$ cat src/rtl/fifo_wr_arb_rr.sv
// fifo_wr_arb_rr: round-robin arbiter sharing one async-FIFO write port among
// NUM_REQ packet sources. A grant is held for a whole packet or at most
// MAX_BURST beats, so packets from different sources never interleave.
// Everything runs in the clk_w domain.
//
// Optional feature macro: FIFO_WR_ARB_HIPRI_EN adds the hipri input. When any
// valid source is flagged high priority, arbitration only considers the
// flagged sources.
//
// Ports:
//   clk_w, rst_n  write-side clock, synchronous active-low reset
//   src_valid     per-source beat valid
//   src_data      per-source beat data, source i at [i*DW +: DW]
//   src_last      per-source last beat of packet
//   src_ready     per-source beat accepted this cycle (combinational)
//   hipri         per-source high-priority flag (FIFO_WR_ARB_HIPRI_EN only)
//   fifo_full     FIFO full flag
//   fifo_w_req    FIFO write strobe (combinational)
//   fifo_data     FIFO write data (combinational mux of the owner)
//   grant_id      current owner, valid while busy=1
//   busy          a grant is active
module fifo_wr_arb_rr #(
  parameter int unsigned NUM_REQ   = 4,
  parameter int unsigned DW        = 64,
  parameter int unsigned MAX_BURST = 16
) (
  input  logic                       clk_w,
  input  logic                       rst_n,
  input  logic [NUM_REQ-1:0]         src_valid,
  input  logic [NUM_REQ*DW-1:0]      src_data,
  input  logic [NUM_REQ-1:0]         src_last,
  output logic [NUM_REQ-1:0]         src_ready,
`ifdef FIFO_WR_ARB_HIPRI_EN
  input  logic [NUM_REQ-1:0]         hipri,
`endif
  input  logic                       fifo_full,
  output logic                       fifo_w_req,
  output logic [DW-1:0]              fifo_data,
  output logic [$clog2(NUM_REQ)-1:0] grant_id,
  output logic                       busy
);

  localparam int unsigned IDW = $clog2(NUM_REQ);
  localparam int unsigned CW  = $clog2(MAX_BURST) + 1;
  localparam int unsigned SW  = IDW + 1;
  localparam logic [CW-1:0] LAST_CNT = CW'(MAX_BURST - 1);

  typedef enum logic {IDLE, BURST} state_e;

  state_e               state_q, state_d;
  logic [IDW-1:0]       grant_id_q, grant_id_d;
  logic [IDW-1:0]       rr_ptr_q, rr_ptr_d;
  logic [CW-1:0]        beat_cnt_q, beat_cnt_d;

  logic [NUM_REQ-1:0]   req_vec;
  logic [2*NUM_REQ-1:0] req_rot;
  logic [IDW-1:0]       pick;
  logic                 pick_vld;
  logic [SW-1:0]        pick_sum;
  logic                 cur_valid;
  logic                 cur_last;
  logic                 xfer;

  // Eligible requester set
  always_comb begin
`ifdef FIFO_WR_ARB_HIPRI_EN
    req_vec = (|(src_valid & hipri)) ? (src_valid & hipri) : src_valid;
`else
    req_vec = src_valid;
`endif
  end

  // First eligible index at or after rr_ptr, wrapping; the doubled vector
  // rotated by rr_ptr puts the scan start at bit 0.
  always_comb begin
    req_rot  = {req_vec, req_vec} >> rr_ptr_q;
    pick     = rr_ptr_q;
    pick_vld = 1'b0;
    pick_sum = '0;
    for (int unsigned i = 0; i < NUM_REQ; i++) begin
      if (!pick_vld && req_rot[i]) begin
        pick_sum = SW'(rr_ptr_q) + SW'(i);
        if (pick_sum >= SW'(NUM_REQ)) begin
          pick_sum = pick_sum - SW'(NUM_REQ);
        end
        pick     = IDW'(pick_sum);
        pick_vld = 1'b1;
      end
    end
  end

  // Owner's valid/last/data, zero-latency to the FIFO
  always_comb begin
    cur_valid = 1'b0;
    cur_last  = 1'b0;
    fifo_data = '0;
    for (int unsigned i = 0; i < NUM_REQ; i++) begin
      if (grant_id_q == IDW'(i)) begin
        cur_valid = src_valid[i];
        cur_last  = src_last[i];
        fifo_data = src_data[i*DW +: DW];
      end
    end
  end

  // Next-state and transfer logic
  always_comb begin
    state_d    = state_q;
    grant_id_d = grant_id_q;
    rr_ptr_d   = rr_ptr_q;
    beat_cnt_d = beat_cnt_q;
    xfer       = 1'b0;
    src_ready  = '0;
    case (state_q)
      IDLE: begin
        if (pick_vld) begin
          grant_id_d = pick;
          beat_cnt_d = '0;
          state_d    = BURST;
        end
      end
      BURST: begin
        xfer = cur_valid & ~fifo_full;
        for (int unsigned i = 0; i < NUM_REQ; i++) begin
          src_ready[i] = xfer & (grant_id_q == IDW'(i));
        end
        if (xfer) begin
          beat_cnt_d = beat_cnt_q + CW'(1);
          // last beat and burst limit may coincide: one exit, one advance
          if (cur_last || (beat_cnt_q == LAST_CNT)) begin
            state_d  = IDLE;
            rr_ptr_d = (grant_id_q == IDW'(NUM_REQ - 1)) ? '0 : grant_id_q + IDW'(1);
          end
        end
      end
      default: state_d = IDLE;
    endcase
  end

  // State registers
  always_ff @(posedge clk_w) begin
    if (!rst_n) begin
      state_q    <= IDLE;
      grant_id_q <= '0;
      rr_ptr_q   <= '0;
      beat_cnt_q <= '0;
    end else begin
      state_q    <= state_d;
      grant_id_q <= grant_id_d;
      rr_ptr_q   <= rr_ptr_d;
      beat_cnt_q <= beat_cnt_d;
    end
  end

  assign fifo_w_req = xfer;
  assign busy       = (state_q == BURST);
  assign grant_id   = grant_id_q;

endmodule

$ cat config.mk
export PLATFORM = sky130hd
export DESIGN_NAME = fifo_wr_arb_rr
export DESIGN_NICKNAME = d
export VERILOG_FILES = /design/src/rtl/fifo_wr_arb_rr.sv
export SDC_FILE = /design/constraint.sdc
export NUM_CORES = 1
export LEC_CHECK = 0
export ABC_CLOCK_PERIOD_IN_PS = 1910
export CAP_MARGIN = 20
export CORE_AREA = 2 2 132 134
export DETAILED_ROUTE_END_ITERATION = 8
export DIE_AREA = 0 0 134 136
export GPL_ROUTABILITY_DRIVEN = 0
export SLEW_MARGIN = 20
export SYNTH_ARGS = -nofsm -noshare
export SYNTH_HDL_FRONTEND = slang
export SYNTH_SLANG_ARGS = --single-unit
$ cat constraint.sdc
create_clock -name clk_w -period 1.91 [get_ports clk_w]
set_clock_uncertainty 0.05 [all_clocks]
set_input_delay 0.382 -clock clk_w [delete_from_list [all_inputs] [get_ports clk_w]]
set_output_delay 0.382 -clock clk_w [all_outputs]
set_load 0.1 [all_outputs]
Word level (Yosys, flattened, before mapping)
Cells that the tools add are included.
Widths: inputs -> output; s select.
{"block": "totals", "register_bits": 10, "output_inout_bits": 72, "word_cells": 76}
{"block": "op_classes", "n_addsub": 9, "magnitude_cmp": 4, "eq_ne": 6, "n_shift": 1, "muxes": 34, "n_bitwise": 7, "n_reduce_logical": 11}
{"operator": "$mux 64", "count": 4}
{"operator": "$mux 2", "count": 9}
{"operator": "$mux 1", "count": 16}
{"operator": "$mux 5", "count": 2}
{"operator": "$pmux 5 s2", "count": 1}
{"operator": "$ge 3x3->1 const B", "count": 3}
{"operator": "$shr 8x2->4", "count": 1}
{"operator": "$sub 2x1->2 const B", "count": 4}
{"operator": "$add 2x2->3 const B", "count": 2}
{"operator": "$add 5x1->5 const B", "count": 1}
{"operator": "$and 1x1->1", "count": 5}
{"operator": "$eq 5x4->1 const B", "count": 1}
{"operator": "$eq 2x2->1 const B", "count": 2}
{"operator": "$mux 4", "count": 1}
{"operator": "$reduce_and 2->1", "count": 2}
{"operator": "$add 2x1->3 const B", "count": 1}
{"operator": "$ge 2x3->1 const B", "count": 1}
{"operator": "$logic_and 1x1->1", "count": 3}
{"operator": "$logic_not 1->1", "count": 3}
{"operator": "$reduce_and 3->1", "count": 1}
{"operator": "$add 2x1->2 const B", "count": 1}
{"operator": "$eq 2x1->1 const B", "count": 1}
{"operator": "$logic_not 2->1", "count": 1}
{"operator": "$ne 2x1->1 const B", "count": 1}
{"operator": "other kinds (4)", "count": 5}

Depth between registers and ports, before layout
Gate-level depths: netlist (run 1).
{"block": "depth", "ltp_word": 13, "mapped_depth": 8}

Worst setup path after synthesis (run 1)
Ideal clock, no wire load.
{"block": "synth_path", "path_kind": "flip-flop to output port", "start": "register grant_id_q[1], in the netlist grant_id[1]", "end": "output fifo_data[10]", "arrival_time_ps": 4407, "required_ps": 1478, "path_slack_ps": -2929, "stages_incl_launch_ff": 9, "path_buffers": 3, "cell_sequence": "dfxtp_1 -> inv_1 -> ha_1 -> buf_2 -> nor2b_1 -> buf_4 -> clkbuf_1 -> a221oi_1 -> o31ai_1"}
{"block": "synth_via", "elab_chain_len": 5, "elab_cells_between_ends": 8, "cone_classes": "3 x eq/ne; 4 x mux; 1 x reduce/logical"}
{"item": "start, declared", "line": "51", "text": "logic [IDW-1:0] grant_id_q, grant_id_d;"}
{"item": "start signal, assigned", "line": "149", "text": "grant_id_q <= grant_id_d;"}
{"item": "$logic_not 2->1", "line": "98", "text": "if (grant_id_q == IDW'(i)) begin"}
{"item": "$mux 64 (3 in a row)", "line": "98"}
{"item": "$mux 64 *", "line": "98"}
{"item": "end, declared", "line": "38", "text": "output logic [DW-1:0] fifo_data,"}
Mark *: on every way between the ends. The rest lies on a longest branch, timed or not.

Final worst setup path (run 1)
{"block": "layout_path", "start": "register grant_id_q[1], in the netlist grant_id[1]", "end": "output fifo_data[4]"}
Same word-level chain as after synthesis.

==> flow_summary.yaml, run 1 <==
timing:
  tightest_slew_ns: 0.3886
  min_period_ns: 2.463
  rsz0062_at_grt: "true"
  hold_viol: 0
  min_period_over_period_pct: 129.0
  maxSlewViolCount: 0
  setup_viol: 77
  slew_headroom_pct: 74.01
  layout_setup_ws_ns: -0.5530
  fmax_mhz: 406.0
pwr:
  power.share.switching_pct: 52.00
  ir_worst_vdd_v: 0.0003245
  p_switching_mw: 3.280
  power_frac_seq_pct: 3.7
  p_clk_share_pct: 6.3
  internal-power_mw: 3.028
  power_frac_comb_pct: 90.0
  powerDensity_mw_per_mm2: 656.7
  leakagePower_nw: 3.550
critical_path:
  cp-end-kind: "output pin"
  crit_type: "reg -> out"
  rrSetupSlack_ns: -0.36
  path_delay_family: "buffers and inverters"
  path_cells: "inv_4 > ha_4 > nor2b_4 > buf_12 > a221oi_1 > buf_4 > o31ai_4 > buf_12"
  crit_buf_inv: 4
  r2r-end: "rr_ptr_q[1]"
  r2r_start: "grant_id[0]"
  arrival_ns: 2.03
  r2r_cells: 11
  cp-start-kind: "register"
  critPathMaxFanout: 37
  slowest_delay_ns: 0.36
  cp_common_cell: "buf_12"
  slowest_stage: "dfxtp_4"
  critPathRequiredTime_ns: 1.48
cts:
  cts.htree.levels: 1
  clock_path_buffers: 2
  cts_tree: "done"
  root_buffer: "clkbuf_16"
  clkSinkCount: 10
  clk_pin_slew_ns: 0.05
  cts_made_buffers: 3
  clock_latency_ns: 0.25
synthesis:
  ys_top_cells_by_area: "a221oi_1 22%, o31ai_1 19%, nor2b_1 16%"
  synth-adder-area-share_pct: 2.885
  yosys.area.top_type: "a221oi_1"
  synthArstFlopShare_pct: 0
  synth_cells: 389
  synth_top_area_share_pct: 21.54
  syn_area_mm2: 0.002602
  syn_avg_cell_area_um2: 6.690
  ys.warnings.count: 0
  synth_flop_cell: "dfxtp_1"
  synth_xor_area_share_pct: 0
  synth_top_family_by_area: "compound AO/OA/AOI/OAI gates"
  ys_seq_area_share_pct: 7.692
  ys_ff_latch: 10
  yosysMostFrequentCell: "nand2_1"
  synth-simple-area-share_pct: 33.89
  synth_common_cells: "74 x nand2_1, 68 x nor2b_1, 66 x o31ai_1"
  synth_compound_area_share_pct: 47.07
  synthesis.nets: 662
  synth_edf_count: 0
  muxShareOfSynthArea_pct: 0.7692
  yosysUniqueCellTypes: 36
route:
  ant_nets: 0
  drt_pass1_iterations: 5
  vias: 4975
  routed_via_density: 4.830
  drt_drc_violations_left: 0
  wl_per_cell_um: 20.60
  finalWirelength_um: 21220
  drtIter0Drc: 185
run:
  cap_violations: 0
die:
  fp.dieW_um: 134
  num_rows: 48
  die_area_mm2: 0.01822
  boundaryPins: 339
  core_area_mm2: 0.01688
  die_h_um: 136
  initial_core_util_pct: 15.42
global_route:
  grt_pass1_vias: 5164
  antenna_found_initial: 1
  grt_pass1_wl_um: 29030
  grt-ovfl-total: 0
  track_usage_pct: 20.04
  grt_max_degree: 38
min_path:
  holdPathEnd: "rr_ptr_q[0]"
  min_from: "rr_ptr_q[0]"
  hold_path_class: "reg -> reg"
  min_path_cells: 2
placement:
  dp_cells: 1012
  dp_hpwl_um: 15890
  placed_cell_area_mm2: 0.008660
  portBuffers: 338
  place_ws_ns: -0.4026
finish:
  fin_nets: 1079
  antenna_cells: 0
  area_growth_pct: 269.1
  final_cell_count_no_fill: 1030
  final_area_mm2: 0.009605
  drive_gt1_share_pct: 41.24
  final_core_util_pct: 56.92
status:
  status: "finished, violations left"
  violations: "negative setup slack"
## cell usage in the layout, fill, tap and decap left out, drive strengths merged, types with 2 or more instances in the layout
cell type / instances
clkbuf: 13
ha: 6
o31ai: 66
and3: 3
dfxtp: 10
a221oi: 64
nand3b: 2
inv: 6
and2: 3
o211ai: 2
clkdlybuf4s50: 266
nor2: 3
o21a: 2
o21ai: 4
nand2: 74
nor2b: 68
mux2i: 2
a21oi: 6
nand3: 2
buf: 182
nor3: 2
a21boi: 5
or4: 3
## sequential cells by signal, indices dropped and copies added (netlist names)
signal,cells
beat_cnt_q,5
busy,1
grant_id,2
rr_ptr_q,2
## routing by layer
layer / routed length (um) / vias up / share of wire (%) / global-route usage (%)
met5: 16 / - / 0.075 / 0
met4: 520 / 2 / 2.5 / 6.147
met3: 1383 / 34 / 6.5 / 4.027
met2: 11140 / 217 / 53 / 36.75
met1: 8159 / 2375 / 38 / 23.41
li1: - / 2347 / - / -
## tightest hold or removal path, cell delays in order, from the launching register on
cell,delay (ns)
dfxtp_1,0.33
nand2_1,0.06
mux2i_1,0.05
## worst max path at each step
stage / from / to / slack, ns / cells after the start
6_report: grant_id[1] / fifo_data[4] / -0.55 / 8
4_1_cts: grant_id[0] / fifo_data[4] / -0.55 / 8
5_1_grt: grant_id[1] / fifo_data[53] / -0.60 / 9
2_1_floorplan: grant_id[1] / fifo_data[36] / -2.30 / 8
3_3_place_gp: src_valid[2] / src_ready[0] / -0.36 / 5
3_5_place_dp: src_valid[2] / src_ready[0] / -0.40 / 5
## kinds of logic (layout without fill, tap and decap cells)
| group | after synthesis | count (layout) |
|---|---|---|
| AOI/OAI and AO/OA | 153 | 153 |
| muxes | 2 | 2 |
| adders and majority gates | 6 | 6 |
| and+or+nand+nor | 167 | 167 |
| DFF | 10 | 10 |
| buffers and inverters | 51 | 467 |
## power groups by stage
stage	sequential, mW	clock, mW	combinational, mW
global route	0.232	0.408	5.86
finish	0.231	0.399	5.68
global placement	0.231	0	5.22
detailed placement	0.232	0	5.27
CTS	0.229	0.394	5.37
floorplan	0.266	0	2.85
## metrics by stage
stage / TNS, ns / power (mW) / hold slack [ns]
after global routing: -40.08 / 6.498 / 0.4543
after CTS: -34.13 / 5.993 / 0.4385
after floorplan: -69.27 / 3.120 / 0.3955
after global placement: -16.22 / 5.455 / 0.4053
after detailed placement: -19.20 / 5.507 / 0.4325
final: -36.04 / 6.308 / 0.4408
## what timing repair did
item,in CTS,in global routing
hold buffers,0,0
gates cloned,2,8
endpoints found under the setup margin,77,79
pin swaps,9,30
resized for setup,24,92
setup buffers,7,13
## area by class of cell
cell class / count / area [um2]
fill: 1444 / 7271
timing repair buffer: 457 / 5499
multi-input combinational: 328 / 3510
tap: 225 / 281.5
sequential: 10 / 209.0
clock buffer: 4 / 78.83
inverter: 6 / 27.53
Power figures use the tool's default switching activity.
==> run 2, diff against run 1 <==
CTS_CLUSTER_SIZE = 20   (was default)
==> results of run 2 <==
Final layout, timing and power as in run 1 (identical DEF).
==> run 3, diff against run 2 <==
PLACE_DENSITY_LB_ADDON = 0.1   (was default)
==> run 3 against run 2 <==
The run still ends with negative setup slack left; highest routed layer is now met4; sequential cell count unchanged; non-clock buffer count down 28; critical path depth up 2; via count down 0.42%; global-route usage up 1.1 points; largest cell class unchanged.
==> flow_summary.yaml, run 3 (synthesized netlist as in run 1, its figures left out) <==
pwr:
  ir_worst_vdd_v: 0.0003736
  leakagePower_nw: 3.519
  powerDensity_mw_per_mm2: 670.2
  power_mw: 6.642
timing:
  rsz0062_at_grt: "true"
  min_period_ns: 2.437
  fin_tns_setup_ns: -33.14
  holdWs_ns: 0.4384
  setup_viol: 77
  maxSlewViolCount: 0
  tightest_slew_ns: 0.4144
  fmax_mhz: 410.3
  slew_headroom_pct: 72.29
  layout_setup_ws_ns: -0.5272
  min_period_over_period_pct: 127.6
  hold_viol: 0
route:
  drtIter0Drc: 126
  ant_nets: 0
  wl_per_cell_um: 21.38
  vias: 4954
  routed_via_density: 4.920
  finalWirelength_um: 21530
  drt_pass1_iterations: 4
  drt_drc_violations_left: 0
finish:
  fin_nets: 1051
  final_common_cell: "clkdlybuf4s50_1"
  area_growth_pct: 280.8
  final_cell_count_no_fill: 1007
  mostFrequentLayoutCells: "266 x clkdlybuf4s50_1, 88 x buf_12, 72 x nand2_1, 66 x nor2b_1, 55 x o31ai_4"
  largest_register_ffs: 5
  final_core_util_pct: 58.73
  final_area_mm2: 0.009911
  top_register: "beat_cnt_q"
  drive_gt1_share_pct: 40.67
global_route:
  track_usage_pct: 21.14
  grt_pass1_vias: 5239
  grt_max_degree: 75
  grt-ovfl-total: 0
  grt_pass1_wl_um: 30060
  antenna_found_initial: 5
cts:
  clock_latency_ns: 0.24
  clk_pin_slew_ns: 0.04
  clock_path_buffers: 2
  cts_hold_buf: 0
  cts_made_buffers: 3
  clkSinkCount: 10
  cts_tree: "done"
  root_buffer: "clkbuf_16"
  cts.htree.levels: 1
die:
  boundaryPins: 339
  initial_core_util_pct: 15.42
  num_rows: 48
  die_area_mm2: 0.01822
  core_area_mm2: 0.01688
  die_h_um: 136
  fp.dieW_um: 134
critical_path:
  path_delay_family: "buffers and inverters"
  slowest_delay_ns: 0.37
  critPathRequiredTime_ns: 1.48
  crit_buf_inv: 6
  crit_type: "reg -> out"
  critPathMaxFanout: 6
  arrival_ns: 2.01
  slowest_stage: "dfxtp_4"
  path_cells: "inv_4 > ha_4 > nor2b_4 > buf_6 > buf_12 > buf_16 > buf_12 > a221oi_4 > o31ai_4 > buf_12"
  cp-end-kind: "output pin"
  cp_common_cell: "buf_12"
  cp-start-kind: "register"
placement:
  place_ws_ns: -0.4556
  dp_cells: 1000
  portBuffers: 338
  placed_cell_area_mm2: 0.008469
  dp_hpwl_um: 15060
status:
  status: "finished, violations left"
  violations: "negative setup slack"
min_path:
  hold_path_class: "reg -> reg"
run:
  cap_violations: 0
[run 3: changes by cell type in the layout (fill, tap and decap cells not counted), sizes merged]
cell and delta:
diode +5, buf -26, clkbuf -2
[run 3: layout make-up]
class,count,area [um2]
timing repair buffer,429,5371
fill,1362,6965
tap,225,281.5
multi-input combinational,328,3920
inverter,6,27.53
sequential,10,209.0
antenna,5,12.51
clock buffer,4,88.84
[run 3: power by group]
part	switching [mW]	internal, mW	leakage [nW]
sequential	0.0122	0.217	0.0828
clock	0.110	0.316	0.0442
combinational	3.31	2.68	3.39
[run 3: worst paths after layout]
| kind | from | end | slack (ns) | depth (start not counted) |
|---|---|---|---|---|
| min | beat_cnt_q[4] | beat_cnt_q[4] | 0.44 | 2 |
| max reg2reg | grant_id[1] | beat_cnt_q[3] | -0.23 | 11 |
| min reg2reg | beat_cnt_q[4] | beat_cnt_q[4] | 0.44 | 2 |
| max | grant_id[0] | fifo_data[4] | -0.53 | 10 |
[run 3: worst min-delay path: cells and delay by family (launching register included)]
kind / cells / cell delay [ns]
AO/OA/AOI/OAI: 2 / 0.13
flip-flops: 1 / 0.30
[run 3: timing repair]
item,in CTS,in global routing
endpoints found under the setup margin,75,79
resized for setup,95,76
setup buffers,17,8
gates cloned,8,9
pin swaps,34,45
[run 3: layer usage]
layer | track usage (%) | part of all wire (%) | up-vias
li1 | - | - | 2307
met1 | 23.15 | 38 | 2425
met2 | 40.68 | 53 | 187
met3 | 4.586 | 6.1 | 35
met4 | 6.028 | 3.1 | 0
met5 | 0 | 0 | -
